`src/rtl/parking_gate_arbiter_if.sv`:
```
// parking_gate_arbiter_if
// Bundles the lane-side handshake and barrier/status signals of the shared
// car-park barrier arbiter.
//   master : the lane controllers and barrier sensor (drive the requests and
//            car_passed, observe the grants and the status)
//   slave  : the arbiter itself
// Signals:
//   ent_req[1:0]   per-entry-lane request level
//   exit_req       exit-lane request level
//   car_passed     one-cycle pulse from the pass-through sensor
//   ent_grant[1:0] one-hot, one-cycle entry grant pulse
//   exit_grant     one-cycle exit grant pulse
//   gate_open      barrier actuator command
//   gate_dir       0 = entry, 1 = exit, valid while gate_open
//   occupancy      cars currently parked
//   lot_full       occupancy at capacity
//   lot_empty      occupancy zero
//   timeout_err    one-cycle pulse when a grant expires without a pass
interface parking_gate_arbiter_if #(
    parameter int CW = 4
);
    logic [1:0]    ent_req;
    logic          exit_req;
    logic          car_passed;
    logic [1:0]    ent_grant;
    logic          exit_grant;
    logic          gate_open;
    logic          gate_dir;
    logic [CW-1:0] occupancy;
    logic          lot_full;
    logic          lot_empty;
    logic          timeout_err;

    modport master (
        output ent_req, exit_req, car_passed,
        input  ent_grant, exit_grant, gate_open, gate_dir,
        input  occupancy, lot_full, lot_empty, timeout_err
    );

    modport slave (
        input  ent_req, exit_req, car_passed,
        output ent_grant, exit_grant, gate_open, gate_dir,
        output occupancy, lot_full, lot_empty, timeout_err
    );
endinterface

```
`src/rtl/parking_gate_arbiter.sv`:
```
// parking_gate_arbiter
// Arbitrates two entry lanes and one exit lane onto a single barrier,
// holds the barrier open until the car clears or the open timer expires,
// and keeps the lot occupancy count with full/empty status.
// Parameters:
//   CAPACITY    number of parking slots (1 .. 2**CW-1)
//   OPEN_CYCLES maximum open cycles per grant (>= 2)
//   CW          occupancy counter width
// Ports:
//   clk    rising-edge system clock
//   reset  synchronous active-high reset
//   bus    slave side of parking_gate_arbiter_if (requests, grants,
//          barrier command and lot status)
module parking_gate_arbiter #(
    parameter int CAPACITY    = 8,
    parameter int OPEN_CYCLES = 16,
    parameter int CW          = 4
) (
    input  logic                   clk,
    input  logic                   reset,
    parking_gate_arbiter_if.slave  bus
);

    localparam int              TW         = (OPEN_CYCLES > 2) ? $clog2(OPEN_CYCLES) : 1;
    localparam logic [TW-1:0]   TIMER_LAST = TW'(OPEN_CYCLES - 1);
    localparam logic [CW-1:0]   CAP        = CW'(CAPACITY);

    typedef enum logic [1:0] {
        IDLE    = 2'd0,
        OPEN    = 2'd1,
        CLOSING = 2'd2
    } state_t;

    state_t        state;
    logic [TW-1:0] timer;
    logic [CW-1:0] occupancy;
    logic          last_served;
    logic [1:0]    ent_grant;
    logic          exit_grant;
    logic          gate_open;
    logic          gate_dir;
    logic          timeout_err;

    logic          full;
    logic          empty;
    logic          pick_exit;
    logic [1:0]    pick_ent;

    // Status flags come straight off the occupancy register so the lane
    // displays see them in the same cycle the count changes.
    assign full  = (occupancy == CAP);
    assign empty = (occupancy == '0);

    // Arbitration decision for the IDLE cycle. Exit wins whenever a car is
    // inside, since it frees a slot. Entries only go when there is room; on
    // a tie the lane that was not served last gets the barrier. Requests that
    // cannot be served simply stay pending upstream.
    always_comb begin
        pick_exit = 1'b0;
        pick_ent  = 2'b00;
        if (bus.exit_req && !empty) begin
            pick_exit = 1'b1;
        end else if (!full) begin
            case (bus.ent_req)
                2'b01:   pick_ent = 2'b01;
                2'b10:   pick_ent = 2'b10;
                2'b11:   pick_ent = last_served ? 2'b01 : 2'b10;
                default: pick_ent = 2'b00;
            endcase
        end
    end

    // Barrier sequencing: IDLE grants, OPEN waits for the pass or the timer,
    // CLOSING gives the barrier one low cycle before the next grant. All
    // outputs are registered here; grant and timeout pulses default low so
    // they last exactly one cycle. The occupancy update is applied on the
    // edge that leaves OPEN so it is visible in the CLOSING cycle, and an
    // interrupted grant never touches the count.
    always_ff @(posedge clk) begin
        if (reset) begin
            state       <= IDLE;
            timer       <= '0;
            occupancy   <= '0;
            last_served <= 1'b1;
            ent_grant   <= 2'b00;
            exit_grant  <= 1'b0;
            gate_open   <= 1'b0;
            gate_dir    <= 1'b0;
            timeout_err <= 1'b0;
        end else begin
            ent_grant   <= 2'b00;
            exit_grant  <= 1'b0;
            timeout_err <= 1'b0;
            case (state)
                IDLE: begin
                    if (pick_exit) begin
                        state      <= OPEN;
                        exit_grant <= 1'b1;
                        gate_open  <= 1'b1;
                        gate_dir   <= 1'b1;
                        timer      <= '0;
                    end else if (pick_ent != 2'b00) begin
                        state       <= OPEN;
                        ent_grant   <= pick_ent;
                        gate_open   <= 1'b1;
                        gate_dir    <= 1'b0;
                        timer       <= '0;
                        last_served <= pick_ent[1];
                    end
                end
                OPEN: begin
                    // A pass on the final timer cycle still counts and
                    // suppresses the timeout.
                    if (bus.car_passed) begin
                        state     <= CLOSING;
                        gate_open <= 1'b0;
                        if (gate_dir) begin
                            occupancy <= occupancy - CW'(1);
                        end else begin
                            occupancy <= occupancy + CW'(1);
                        end
                    end else if (timer == TIMER_LAST) begin
                        state       <= CLOSING;
                        gate_open   <= 1'b0;
                        timeout_err <= 1'b1;
                    end else begin
                        timer <= timer + TW'(1);
                    end
                end
                CLOSING: begin
                    state <= IDLE;
                end
                default: begin
                    state <= IDLE;
                end
            endcase
        end
    end

    assign bus.ent_grant   = ent_grant;
    assign bus.exit_grant  = exit_grant;
    assign bus.gate_open   = gate_open;
    assign bus.gate_dir    = gate_dir;
    assign bus.occupancy   = occupancy;
    assign bus.lot_full    = full;
    assign bus.lot_empty   = empty;
    assign bus.timeout_err = timeout_err;

endmodule

```
`src/flat_wrapper.sv`:
```
// flat-port wrapper written by rule: the top's interface ports become plain ports
module parking_gate_arbiter_flat 
#(
    parameter int CAPACITY    = 8,
    parameter int OPEN_CYCLES = 16,
    parameter int CW          = 4
)
  (clk, reset, bus_ent_req, bus_exit_req, bus_car_passed, bus_ent_grant, bus_exit_grant, bus_gate_open, bus_gate_dir, bus_occupancy, bus_lot_full, bus_lot_empty, bus_timeout_err);
  parking_gate_arbiter_if #(.CW(CW)) bus_i ();
  input  logic clk;
  input  logic reset;
  input wire logic [$bits(bus_i.ent_req)-1:0] bus_ent_req;
  input wire logic [$bits(bus_i.exit_req)-1:0] bus_exit_req;
  input wire logic [$bits(bus_i.car_passed)-1:0] bus_car_passed;
  output wire logic [$bits(bus_i.ent_grant)-1:0] bus_ent_grant;
  output wire logic [$bits(bus_i.exit_grant)-1:0] bus_exit_grant;
  output wire logic [$bits(bus_i.gate_open)-1:0] bus_gate_open;
  output wire logic [$bits(bus_i.gate_dir)-1:0] bus_gate_dir;
  output wire logic [$bits(bus_i.occupancy)-1:0] bus_occupancy;
  output wire logic [$bits(bus_i.lot_full)-1:0] bus_lot_full;
  output wire logic [$bits(bus_i.lot_empty)-1:0] bus_lot_empty;
  output wire logic [$bits(bus_i.timeout_err)-1:0] bus_timeout_err;
  assign bus_i.ent_req = bus_ent_req;
  assign bus_i.exit_req = bus_exit_req;
  assign bus_i.car_passed = bus_car_passed;
  assign bus_ent_grant = bus_i.ent_grant;
  assign bus_exit_grant = bus_i.exit_grant;
  assign bus_gate_open = bus_i.gate_open;
  assign bus_gate_dir = bus_i.gate_dir;
  assign bus_occupancy = bus_i.occupancy;
  assign bus_lot_full = bus_i.lot_full;
  assign bus_lot_empty = bus_i.lot_empty;
  assign bus_timeout_err = bus_i.timeout_err;
  parking_gate_arbiter #(.CAPACITY(CAPACITY), .OPEN_CYCLES(OPEN_CYCLES), .CW(CW)) u_core (.clk(clk), .reset(reset), .bus(bus_i));
endmodule
```
`config.mk`:
```
export PLATFORM = sky130hd
export DESIGN_NAME = parking_gate_arbiter_flat
export DESIGN_NICKNAME = d
export VERILOG_FILES = /design/src/rtl/parking_gate_arbiter_if.sv /design/src/rtl/parking_gate_arbiter.sv /design/src/flat_wrapper.sv
export SDC_FILE = /design/constraint.sdc
export NUM_CORES = 1
export LEC_CHECK = 0
export CORE_UTILIZATION = 35
export DETAILED_ROUTE_END_ITERATION = 12
export GPL_TIMING_DRIVEN = 0
export PLACE_DENSITY = 0.7
export RECOVER_POWER = 25
export SLEW_MARGIN = 20
export SYNTH_ARGS = -nofsm -noshare
export SYNTH_HDL_FRONTEND = slang
export SYNTH_SLANG_ARGS = --single-unit
```
`constraint.sdc`:
```
create_clock -name clk -period 3.7 [get_ports clk]
set_input_delay 1.11 -clock clk [delete_from_list [all_inputs] [get_ports clk]]
set_output_delay 1.11 -clock clk [all_outputs]
set_load 0.005 [all_outputs]
```
==> metrics.txt <==
# TYPE chip_impl_metric gauge
chip_impl_info{name="run_status",value="finished, final reports clean"} 1
chip_impl_metric{name="achievable-frequency",unit="MHz"} 354
chip_impl_info{name="synthMostInstantiatedCell",value="sky130_fd_sc_hd__dfxtp_1"} 1
chip_impl_metric{name="reg_clk_slew_reported_paths",unit="ns"} 0.09
chip_impl_metric{name="crit_path_max_fanout",unit=""} 7
chip_impl_metric{name="worstSkewPairLatency",unit="ns"} 0.29
chip_impl_metric{name="via_per_inst",unit=""} 5.32
chip_impl_metric{name="n_fill_cell",unit=""} 231
chip_impl_metric{name="antennaDiodeCount",unit=""} 0
chip_impl_metric{name="track_usage",unit=""} 0.153
chip_impl_metric{name="min_period_over_period",unit=""} 0.763
chip_impl_metric{name="clock_tree.buffer_depth",unit=""} 2
chip_impl_info{name="synth_top_area_cell",value="sky130_fd_sc_hd__dfxtp_1"} 1
chip_impl_metric{name="tritoncts.num_buffers",unit=""} 3
chip_impl_metric{name="floorplan.initialDensity",unit=""} 0.380
chip_impl_metric{name="vias",unit=""} 761
chip_impl_info{name="rsz0062_at_grt",value="false"} 1
chip_impl_metric{name="reg2reg_slack",unit="ns"} 2.08
chip_impl_metric{name="via_count_of_the_first_global_routing_pass",unit=""} 684
chip_impl_metric{name="power.leakage",unit="nW"} 0.384
chip_impl_metric{name="wl",unit="µm"} 1780
chip_impl_info{name="path_delay_family",value="buffers and inverters"} 1
chip_impl_metric{name="antenna_found_initial",unit=""} 0
chip_impl_metric{name="core_area",unit="µm²"} 2280
chip_impl_metric{name="ys_seq_area_frac",unit=""} 0.393
chip_impl_info{name="min-delay-path-class",value="flip-flop to flip-flop"} 1
chip_impl_metric{name="synthArstFlopShare",unit=""} 0
chip_impl_metric{name="worstPathRequired",unit="ns"} 2.59
chip_impl_metric{name="cp_data_arrival_time",unit="ns"} 1.71
chip_impl_info{name="synth-main-ff-cell",value="sky130_fd_sc_hd__dfxtp_1"} 1
chip_impl_info{name="critical_path.startpoint",value="u_core.bus.occupancy[0]"} 1
chip_impl_metric{name="drt_first_iter_violations",unit=""} 7
chip_impl_metric{name="critical_path_depth",unit=""} 3
chip_impl_metric{name="grt_first_pass_wirelength",unit="µm"} 2980
chip_impl_metric{name="clock-skew-final",unit="ns"} 0.00335
chip_impl_metric{name="synthToLayoutAreaGrowth",unit="%"} 25.0
chip_impl_metric{name="drive_above_1_share",unit=""} 0.0957
chip_impl_metric{name="dieHeight",unit="µm"} 51.7
chip_impl_info{name="path_class",value="flip-flop to output port"} 1
chip_impl_metric{name="numPortBuffers",unit=""} 16
chip_impl_metric{name="synthesized_area_divided_by_synthesized_cell_count",unit="µm²"} 9.11
chip_impl_metric{name="remaining_drc_errors",unit=""} 0
chip_impl_metric{name="post-layout-total-power",unit="W"} 0.000378
chip_impl_info{name="clock-root-buffer",value="sky130_fd_sc_hd__clkbuf_4"} 1
chip_impl_metric{name="fin_crit",unit="ns"} 2.82
chip_impl_info{name="endpoint_of_the_most_critical_register_to_register_path",value="u_core.timer[0]"} 1
chip_impl_metric{name="core.rowCount",unit=""} 17
chip_impl_metric{name="cts_resized",unit=""} 0
chip_impl_metric{name="die-area",unit="µm²"} 2680
chip_impl_metric{name="ctsHtreeMaxLevel",unit=""} 1
chip_impl_info{name="crit_path_cell_trace",value="buf_6 -> nor4b_4 -> clkdlybuf4s50_1"} 1
chip_impl_metric{name="wl_per_cell",unit="µm"} 12.4
chip_impl_metric{name="setup_viol",unit=""} 0
chip_impl_metric{name="register_area",unit="µm²"} 340
chip_impl_metric{name="grt.overflow.total",unit=""} 0
chip_impl_metric{name="synthDominantCellAreaShare",unit=""} 0.393
chip_impl_info{name="yosys-top-cells-area",value="sky130_fd_sc_hd__dfxtp_1 39%, sky130_fd_sc_hd__a21oi_1 5.8%, sky130_fd_sc_hd__ha_1 4.3%, sky130_fd_sc_hd__nor2_1 4.3%, sky130_fd_sc_hd__a211oi_2 2.9%"} 1
chip_impl_metric{name="place.detailed.hpwl",unit="µm"} 1330
chip_impl_info{name="critPathCapture",value="bus_lot_full"} 1
chip_impl_metric{name="hold_viol_final",unit=""} 0
chip_impl_metric{name="synth.ff_latch_count",unit=""} 17
chip_impl_metric{name="netlist-cell-type-count",unit=""} 35
chip_impl_metric{name="critical_path.n_buffers_inverters",unit=""} 2
chip_impl_metric{name="synth_warnings",unit=""} 0
chip_impl_metric{name="grt_start_max_net_pins",unit=""} 11
chip_impl_metric{name="place.gp.congestion",unit=""} 0.757
chip_impl_metric{name="worst_ir_drop_vdd",unit="mV"} 0.197
chip_impl_info{name="tritoncts",value="yes"} 1
chip_impl_metric{name="firstDrtPassIters",unit=""} 4
chip_impl_metric{name="synthesis.nets",unit=""} 105
chip_impl_info{name="crit_path_end_kind",value="output port"} 1
chip_impl_metric{name="design.portCount",unit=""} 18
chip_impl_metric{name="antenna_violation_net_count_after_detailed_routing",unit=""} 0
chip_impl_metric{name="final_net_count",unit=""} 126
chip_impl_metric{name="cts_hold_buf",unit=""} 0
chip_impl_metric{name="number_of_enable_flip_flop_cells_after_synthesis",unit=""} 0
chip_impl_metric{name="relSlewSlack",unit=""} 0.657
chip_impl_metric{name="detailedPlace.worstSlack",unit="ns"} 1.05
chip_impl_info{name="timing.rr.start",value="u_core.timer[0]"} 1
chip_impl_metric{name="cts_sinks",unit=""} 17
chip_impl_metric{name="total_power_density_per_cell_area",unit="nW/µm²"} 349
chip_impl_metric{name="worst_pin_slew",unit="ns"} 0.515
chip_impl_metric{name="tns",unit="ns"} 0
chip_impl_metric{name="postCtsSetupRepairBufs",unit=""} 0
chip_impl_metric{name="r2r.worst_path.cells",unit=""} 5
chip_impl_metric{name="die_w",unit="µm"} 51.7
chip_impl_info{name="setup.worst_path.start_class",value="flip-flop"} 1
chip_impl_metric{name="worst_path_largest_cell_delay",unit="ns"} 0.58
chip_impl_info{name="critical_path.slowest_cell",value="sky130_fd_sc_hd__clkdlybuf4s50_1"} 1
chip_impl_metric{name="worst_slack",unit="ns"} 0.876
chip_impl_metric{name="drv.max_cap_violation_count",unit=""} 0
chip_impl_metric{name="multiInputGateArea",unit="µm²"} 474
chip_impl_info{name="synth_common_cells",value="17 x sky130_fd_sc_hd__dfxtp_1, 10 x sky130_fd_sc_hd__a21oi_1, 10 x sky130_fd_sc_hd__nor2_1"} 1
chip_impl_metric{name="netlist_area",unit="µm²"} 866
chip_impl_metric{name="slew_viol_final",unit=""} 0
chip_impl_metric{name="cell_count_after_synthesis",unit=""} 95
## worst min-delay path, stage by stage (launching register included)
cell and delay, ns:
sky130_fd_sc_hd__dfxtp_1 0.33, sky130_fd_sc_hd__nand2_1 0.06, sky130_fd_sc_hd__o21ai_1 0.05
## worst min path at each step
stage                               start              end  slack (ns)  cells after the start
final                     u_core.timer[1]  u_core.timer[1]        0.48                      2
after global routing      u_core.timer[1]  u_core.timer[1]        0.51                      2
after CTS                 u_core.timer[1]  u_core.timer[1]        0.48                      2
after detailed placement  u_core.timer[1]  u_core.timer[1]        0.46                      2
after global placement    u_core.timer[1]  u_core.timer[1]        0.46                      2
after floorplan           u_core.timer[1]  u_core.timer[1]        0.45                      2
## area by class of cell
class | count | share of cell area
multi-input combinational | 68 | 0.438
sequential | 17 | 0.314
timing repair buffer | 16 | 0.148
tap | 28 | 0.0324
buffer | 5 | 0.0254
clock buffer | 4 | 0.0243
inverter | 5 | 0.0173
## state kept, by name (all words and copies together) (netlist names)
signal and cells:
u_core.state 2, u_core.bus.gate_open 1, u_core.bus.gate_dir 1, u_core.timer 4, u_core.bus.timeout_err 1, u_core.bus.occupancy 4, u_core.bus.ent_grant 2, u_core.last_served 1
u_core.bus.exit_grant 1
## cell families after synthesis
| group | count (synthesis) | share of synthesized area |
|---|---|---|
| AND/OR/NAND/NOR | 35 | 0.233 |
| AO/OA/AOI/OAI | 27 | 0.234 |
| flip-flops | 17 | 0.393 |
| buffers and inverters | 10 | 0.0535 |
| adder cells (fa/ha/maj) | 4 | 0.0665 |
| XOR/XNOR | 2 | 0.0202 |
## layout by cell type, fill, tap and decap left out
cell type and count:
sky130_fd_sc_hd__o31a_2 1, sky130_fd_sc_hd__a21oi_1 10, sky130_fd_sc_hd__ha_1 3, sky130_fd_sc_hd__fa_1 1, sky130_fd_sc_hd__a32o_1 1, sky130_fd_sc_hd__buf_2 1, sky130_fd_sc_hd__clkbuf_1 4, sky130_fd_sc_hd__and3b_1 1
sky130_fd_sc_hd__dlygate4sd3_1 2, sky130_fd_sc_hd__nor4b_4 1, sky130_fd_sc_hd__nand2_1 4, sky130_fd_sc_hd__nor4b_1 1, sky130_fd_sc_hd__a22oi_1 1, sky130_fd_sc_hd__a31oi_1 1, sky130_fd_sc_hd__and3_1 2, sky130_fd_sc_hd__o21a_1 2
sky130_fd_sc_hd__buf_6 1, sky130_fd_sc_hd__a21o_1 1, sky130_fd_sc_hd__o21ai_0 1, sky130_fd_sc_hd__nand3_1 3, sky130_fd_sc_hd__clkbuf_4 3, sky130_fd_sc_hd__nor2b_1 1, sky130_fd_sc_hd__dfxtp_1 17, sky130_fd_sc_hd__a211oi_1 3
sky130_fd_sc_hd__a211o_1 1, sky130_fd_sc_hd__inv_1 5, sky130_fd_sc_hd__nand2b_1 2, sky130_fd_sc_hd__nand3b_1 1, sky130_fd_sc_hd__nand4_1 3, sky130_fd_sc_hd__o41ai_2 1, sky130_fd_sc_hd__nor3_1 2, sky130_fd_sc_hd__xnor2_1 2
sky130_fd_sc_hd__nor2_1 10, sky130_fd_sc_hd__o21ai_1 1, sky130_fd_sc_hd__nor4_1 4, sky130_fd_sc_hd__clkdlybuf4s50_1 14, sky130_fd_sc_hd__a31o_2 1, sky130_fd_sc_hd__a211oi_2 2
## through the flow
stage	hold slack [ns]	area [µm²]	utilization	cells
finish	0.475	1080	0.476	143
CTS	0.478	1090	0.478	143
floorplan	0.446	866	-	95
detailed placement	0.465	1060	0.466	139
global route	0.515	1080	0.476	143
global placement	0.461	1060	0.466	139
## where the power goes
group	switching, W	internal (W)
registers	0.00000879	0.000193
clock network	0.0000561	0.0000421
logic	0.0000388	0.0000394
total	0.000104	0.000274
## per-layer routing
layer | global-route usage | share of wire | vias to the layer above
met2 | 0.223 | 0.44 | 13
met1 | 0.195 | 0.49 | 347
met5 | 0 | 0 | -
met3 | 0.0556 | 0.042 | 5
li1 | - | - | 396
met4 | 0.0811 | 0.020 | 0
(Power assumes the default switching activity.)
